==> src/rtl/update_pkg.sv <==
// Shared types and default widths for the delayed read-modify-write responder.
// Latency: none (types and constants only).
// Backpressure: not applicable.
package update_pkg;

    localparam int DW_DEF = 4;
    localparam int CW_DEF = 3;

    typedef enum logic [1:0] {
        IDLE  = 2'd0,
        WAIT  = 2'd1,
        APPLY = 2'd2
    } state_t;

    typedef enum logic {
        OP_ADD = 1'b0,
        OP_SET = 1'b1
    } op_t;

endpackage

==> src/rtl/update_delay_cnt.sv <==
// Loadable down-counter whose terminal-count flag marks the last wait cycle.
// Latency: load visible one edge after i_load; o_tc is combinational on the count.
// Backpressure: none; decrements only while i_dec is high and the count is nonzero.
module update_delay_cnt #(
    parameter int CW = 3
) (
    input  logic          clk,
    input  logic          rst_n,
    input  logic          i_load,
    input  logic [CW-1:0] i_load_val,
    input  logic          i_dec,
    output logic          o_tc
);

    logic [CW-1:0] r_cnt;

    // Load takes priority; otherwise count down, saturating at zero.
    always_ff @(posedge clk or negedge rst_n) begin
        if (!rst_n) begin
            r_cnt <= '0;
        end else if (i_load) begin
            r_cnt <= i_load_val;
        end else if (i_dec && (r_cnt != '0)) begin
            r_cnt <= r_cnt - 1'b1;
        end
    end

    // A count of one means this is the final wait cycle.
    assign o_tc = (r_cnt == CW'(1));

endmodule

==> src/rtl/delayed_update_responder.sv <==
// Delayed read-modify-write responder: accepts op/delta/delay, waits, updates val; optional UPDATE_OVF_EN adds sticky ovf.
// Latency: new val, done and val_changed appear delay + 1 edges after the accepting edge.
// Backpressure: req_ready low while busy or while init_load is high; initiator holds the request.
module delayed_update_responder
    import update_pkg::*;
#(
    parameter int DW = DW_DEF,
    parameter int CW = CW_DEF
) (
    input  logic          clk,
    input  logic          rst_n,
    input  logic          req_valid,
    output logic          req_ready,
    input  logic          req_op,
    input  logic [DW-1:0] req_delta,
    input  logic [CW-1:0] req_delay,
    input  logic          init_load,
    input  logic [DW-1:0] init_value,
    output logic [DW-1:0] val,
`ifdef UPDATE_OVF_EN
    output logic          ovf,
`endif
    output logic          val_changed,
    output logic          done,
    output logic          busy
);

    state_t        r_state;
    op_t           r_op;
    logic [DW-1:0] r_delta;
    logic [DW-1:0] r_val;
    logic          r_done;
    logic          r_val_changed;

    logic          w_accept;
    logic          w_cnt_load;
    logic          w_cnt_dec;
    logic          w_cnt_tc;
    logic [DW-1:0] w_new_val;
`ifdef UPDATE_OVF_EN
    logic [DW:0]   w_sum;
    logic          w_carry;
    logic          r_ovf;
`else
    logic [DW-1:0] w_sum;
`endif

    // init_load blocks the request path so the direct load always wins in IDLE.
    assign req_ready = (r_state == IDLE) && !init_load;
    assign w_accept  = req_valid && req_ready;
    assign busy      = (r_state != IDLE);

    // Only non-zero delays go through the counter; zero goes straight to APPLY.
    assign w_cnt_load = w_accept && (req_delay != '0);
    assign w_cnt_dec  = (r_state == WAIT);

    update_delay_cnt #(
        .CW (CW)
    ) u_delay_cnt (
        .clk        (clk),
        .rst_n      (rst_n),
        .i_load     (w_cnt_load),
        .i_load_val (req_delay),
        .i_dec      (w_cnt_dec),
        .o_tc       (w_cnt_tc)
    );

    // Result of the latched operation; add wraps modulo 2^DW.
    always_comb begin
        w_sum = '0;
`ifdef UPDATE_OVF_EN
        w_sum     = {1'b0, r_val} + {1'b0, r_delta};
        w_carry   = w_sum[DW];
        w_new_val = (r_op == OP_SET) ? r_delta : w_sum[DW-1:0];
`else
        w_sum     = r_val + r_delta;
        w_new_val = (r_op == OP_SET) ? r_delta : w_sum;
`endif
    end

    // Control FSM with the value register and registered done/val_changed pulses.
    always_ff @(posedge clk or negedge rst_n) begin
        if (!rst_n) begin
            r_state       <= IDLE;
            r_op          <= OP_ADD;
            r_delta       <= '0;
            r_val         <= '0;
            r_done        <= 1'b0;
            r_val_changed <= 1'b0;
        end else begin
            r_done        <= 1'b0;
            r_val_changed <= 1'b0;
            case (r_state)
                IDLE: begin
                    if (init_load) begin
                        r_val         <= init_value;
                        r_val_changed <= (init_value != r_val);
                    end else if (req_valid) begin
                        r_op    <= op_t'(req_op);
                        r_delta <= req_delta;
                        r_state <= (req_delay == '0) ? APPLY : WAIT;
                    end
                end
                WAIT: begin
                    if (w_cnt_tc) begin
                        r_state <= APPLY;
                    end
                end
                APPLY: begin
                    r_val         <= w_new_val;
                    r_done        <= 1'b1;
                    r_val_changed <= (w_new_val != r_val);
                    r_state       <= IDLE;
                end
                default: begin
                    r_state <= IDLE;
                end
            endcase
        end
    end

`ifdef UPDATE_OVF_EN
    // Sticky carry-out flag: set by a carrying add, cleared by a direct load.
    always_ff @(posedge clk or negedge rst_n) begin
        if (!rst_n) begin
            r_ovf <= 1'b0;
        end else if ((r_state == IDLE) && init_load) begin
            r_ovf <= 1'b0;
        end else if ((r_state == APPLY) && (r_op == OP_ADD) && w_carry) begin
            r_ovf <= 1'b1;
        end
    end

    assign ovf = r_ovf;
`endif

    assign val         = r_val;
    assign done        = r_done;
    assign val_changed = r_val_changed;

endmodule

==> config.mk <==
export PLATFORM = sky130hd
export DESIGN_NAME = delayed_update_responder
export DESIGN_NICKNAME = d
export VERILOG_FILES = /design/src/rtl/update_pkg.sv /design/src/rtl/update_delay_cnt.sv /design/src/rtl/delayed_update_responder.sv
export SDC_FILE = /design/constraint.sdc
export NUM_CORES = 1
export LEC_CHECK = 0
export ABC_AREA = 1
export BUFFER_PORTS_ARGS = -buffer_cell sky130_fd_sc_hd__buf_2
export CAP_MARGIN = 20
export CORE_ASPECT_RATIO = 0.8
export CORE_UTILIZATION = 45
export CTS_CLUSTER_SIZE = 40
export DETAILED_ROUTE_END_ITERATION = 6
export PLACE_DENSITY = 0.67
export SYNTH_ARGS = -nofsm -noshare
export SYNTH_HDL_FRONTEND = slang
export SYNTH_SLANG_ARGS = --single-unit
export TNS_END_PERCENT = 20
==> constraint.sdc <==
create_clock -name clk -period 4.8 [get_ports clk]
set_input_delay 0.96 -clock clk [delete_from_list [all_inputs] [get_ports clk]]
set_output_delay 0.96 -clock clk [all_outputs]
set_load 0.01 [all_outputs]
# Word level (Yosys, flattened, before mapping)
# Index checks and enable logic that the tools add are counted.
# word_totals
mem_count	0
elab_cells	47
out_inout_bits	8
ram_bits	0
regBits	16
latchBits	0
rom_bits	0
# classes
n_mul	0
div	0
eq_ne	9
shifts	0
muxes	13
reduce_logical	15
magnitude_cmp	0
n_bitwise	1
addsub	2
# ops
op	count
$mux 2	4
$mux 4	2
$ne 2x2->1 const B	4
$ne 4x4->1	2
$pmux 4 s2	1
$mux 3	2
$reduce_and 3->1	2
$reduce_bool 2->1	3
$reduce_bool 3->1	2
$add 4x4->4	1
$logic_and 1x1->1	4
$pmux 2 s2	1
$eq 3x1->1 const B	1
$logic_not 3->1	1
$sub 3x1->3 const B	1
$eq 2x1->1 const B	1
$eq 2x2->1 const B	1
$logic_not 2->1	1
$mux 1	2
$pmux 1 s2	1
$reduce_and 2->1	1
$logic_not 1->1	1
$not 1->1	1

# Depth between registers and ports, before layout
# logic_depth
word_depth	5
ltp_mapped	13
mapped_depth_nobuf	13

# Cells and area by module
# A second synthesis with hierarchy kept.
# unflattened
cells_unflattened	145
hier_area_um2	1066.0
# modules_own_cells
module	area_per_inst_um2	instances	cells_each
delayed_update_responder	835.8	1	113
update_delay_cnt	230.2	1	32

# Worst setup path before layout
# OpenSTA, ideal clock, no wires.
# synth_timing
kind	input-to-output
startpoint	input port init_load
endpoint	output port req_ready
n_path_buf	0
path_stages	1
slack_ns	2.742
arrival_time_ns	1.098
required_time_ns	3.840
cell_sequence	nor2_4
# synth_between
elab_chain_cells	2
# synth_lines
element	line	text
start: declaration	delayed_update_responder.sv:17	input logic init_load,
$logic_not 1->1	delayed_update_responder.sv:49	assign req_ready = (r_state == IDLE) && !init_load;
$logic_and 1x1->1	delayed_update_responder.sv:49	
end: declaration	delayed_update_responder.sv:13	output logic req_ready,
# Every way passes these cells.

# Final worst setup path
# Ends and elaborated chain as after synthesis.

==> impl_metrics.yaml <==
run_status:
  status: "complete, but fails checks"
  violations: "design-rule violations"
route:
  drt_wl_total_um: 2240
  wl_per_cell_um: 11.2
  drt_iter0_drc: 30
  highest_layer: "met4"
  via_per_inst: 4.85
  drcViolationCount: 8
  antenna_left: 0
  num_vias: 969
  dr.pass1.iters: 6
  wl_met2_um: 949
  route.met3.wl_um: 125
  wl_met1_um: 1150
worst_setup_path:
  cp_cell_sequence: "buf_2 -> nor2_4 -> buf_2"
  critPathMostFrequentCell: "buf_2"
  crit_fanout: 2
  worst-endpoint-arrival_ps: 1350
  critPathMaxStageDelay_ps: 140
  start_kind: "primary input"
  path_buf_inv: 2
  required_ps: 3840
  critical_path_class: "in -> out"
  cp_slowest_cell: "buf_2"
  critPathTopFamily: "buffers and inverters"
  end_kind: "output pin"
timing:
  tns_ps: 0
  rsz0062_at_grt: "no"
  slew_headroom_pct: 75.4
  hold_violations: 0
  worstMarginPinSlew_ps: 369
  period_minus_slack_ps: 2310
  final-max-slew-violation-count: 0
  finClkSkew_ps: 6.49
  setup_violations: 0
  period_share_pct: 48.1
  fmax_ghz: 0.434
power:
  p_comb_share_pct: 57.9
  seqPwrFrac_pct: 31.3
  p_switching_uw: 407
  p_per_area_nw_per_um2: 665
  p_int_uw: 434
  ir_drop_mv: 0.306
  switching_share_pct: 48.4
  p_leak_nw: 0.719
  clkPwrFrac_pct: 10.8
floorplan:
  core_area_um2: 2210
  rows: 15
  die_w_um: 56.8
  die_h_um: 45.8
  initial_core_util_pct: 48.8
  io_pins: 24
  die-area_um2: 2600
yosys:
  synth_area_um2: 1080
  synthesis.instances: 148
  yosysSeqAreaShare_pct: 37.0
  syn_nets: 171
  synth_top_cell_by_area: "dfrtp_1"
  yosys_warnings: 0
  synth.distinct_cells: 25
  synth_top_area_share_pct: 37.0
  async_reset_ff_share_pct: 100
  synthTopCellsByArea: "dfrtp_1, nand2_1, ha_1"
  ys_ff_latch: 16
  avgSynthCellArea_um2: 7.30
  synth_edf_count: 0
  synth-main-ff-cell: "dfrtp_1"
cts:
  cts_root_buffer: "clkbuf_4"
  cts_setup_buffers: 0
  cts_hold_buffers: 0
  insertion_delay_ps: 290
  ctsLongestPathBuffers: 2
  path_clk_slew_ps: 90
  htree_levels: 1
  cts_tree: "done"
  cts_resized: 0
  cts_made_buffers: 3
  clock-sinks: 16
cells_and_area:
  diodes: 0
  synthToLayoutAreaGrowth_pct: 16.9
  final_area_um2: 1260
  drive_above_1_share_pct: 21.7
  regArea_um2: 400
  multiInputGateArea_um2: 589
  final_nets: 199
  fill_cells: 230
placed_design:
  dp_hpwl_um: 1770
  gp_congestion: 0.864
  port_buffers: 23
  dpl_cell_area_um2: 1230
grt:
  overflow: 0
  grt_pass1_wl_um: 4010
  grt.total_usage_pct: 20.4
  grt_max_degree: 17
  grt_pass1_vias: 906
  antenna_found_initial: 0
run:
  max-cap-violations: 0
worst_hold_path:
  hold_class: "reg -> reg"
-- cells by family (layout without fill, tap and decap cells) --
logic type | after synthesis | after routing | synth area share, %
and+or+nand+nor | 82 | 82 | 34.3
buffers and inverters | 23 | 50 | 8.45
AOI/OAI and AO/OA | 16 | 16 | 8.22
DFF | 16 | 16 | 37.0
adders and majority gates | 7 | 7 | 8.80
xor gates and xnor gates | 4 | 4 | 3.24
-- stage by stage --
step           hold slack, ps  setup WS (ps)  power [mW]  std cells  utilization (%)
2_1_floorplan             451           2740       0.624        148                -
3_3_place_gp              478           2500       0.726        196             55.4
3_5_place_dp              488           2490       0.749        196             55.4
4_1_cts                   512           2490       0.844        200             57.1
5_1_grt                   535           2470       0.945        200             57.1
6_report                  507           2490       0.841        200             57.1
-- per-layer routing --
metal,vias up,GRT usage (%)
met3,4,5.97
met2,28,33.8
met4,0,2.93
li1,521,-
met5,-,0
met1,416,27.5
-- area by class of cell --
class | instances | area share, %
multi-input combinational | 109 | 46.6
tap | 25 | 2.48
clock buffer | 4 | 2.87
timing repair buffer | 23 | 9.11
inverter | 23 | 7.23
sequential | 16 | 31.7
-- tightest hold or removal path, cell delays in order (launching register included) --
cell	delay, ps
dfrtp_1	350
o21ai_1	80
inv_1	50
-- worst paths after layout --
check	from	to	slack [ps]	cells after the start
max in group asynchronous	rst_n	r_delta[1]$_DFFE_PN0P_	3960	1
max	init_load	req_ready	2490	3
min	u_delay_cnt.r_cnt[1]$_DFFE_PN0P_	u_delay_cnt.r_cnt[1]$_DFFE_PN0P_	510	2
max reg2reg	val[0]$_DFFE_PN0P_	val_changed$_DFF_PN0_	2880	10
min in group asynchronous	rst_n	u_delay_cnt.r_cnt[2]$_DFFE_PN0P_	560	1
min reg2reg	u_delay_cnt.r_cnt[1]$_DFFE_PN0P_	u_delay_cnt.r_cnt[1]$_DFFE_PN0P_	510	2
-- sequential cells by signal, indices dropped and copies added, names as in the netlist --
name	count
val_changed	1
r_state	2
u_delay_cnt.r_cnt	3
r_delta	4
val	4
r_op	1
done	1
-- synth_stat cells (2+ instances only) --
cell      n
o21ai_0   8
inv_1    19
xnor2_1   3
dfrtp_1  16
nand3_1  14
inv_2     3
ha_1      6
nand2_1  52
nand2_4   3
a21oi_1   2
nor2_1    6
o21ai_1   3
-- layout by cell type (no fill, tap or decap) --
cell type  count
a21oi_1        2
a22oi_1        1
buf_2         23
clkbuf_4       3
clkbuf_8       1
clkinv_4       1
dfrtp_1       16
fa_1           1
ha_1           6
inv_1         19
inv_2          3
nand2_1       52
nand2_2        1
nand2_4        3
nand3_1       14
nand3b_1       1
nand4_1        1
nor2_1         6
nor2_2         1
nor2_4         1
nor3_1         1
o211ai_1       1
o21ai_0        8
o21ai_1        3
o21ai_2        1
or2_1          1
xnor2_1        3
xor2_1         1
-- power by group through the flow --
stage	combinational, mW	clock, mW	sequential (mW)
CTS	0.487	0.0943	0.262
floorplan	0.363	0	0.261
detailed placement	0.484	0	0.265
global route	0.571	0.0998	0.274
global placement	0.465	0	0.261
finish	0.486	0.0908	0.263
Power figures use the tool's default switching activity.
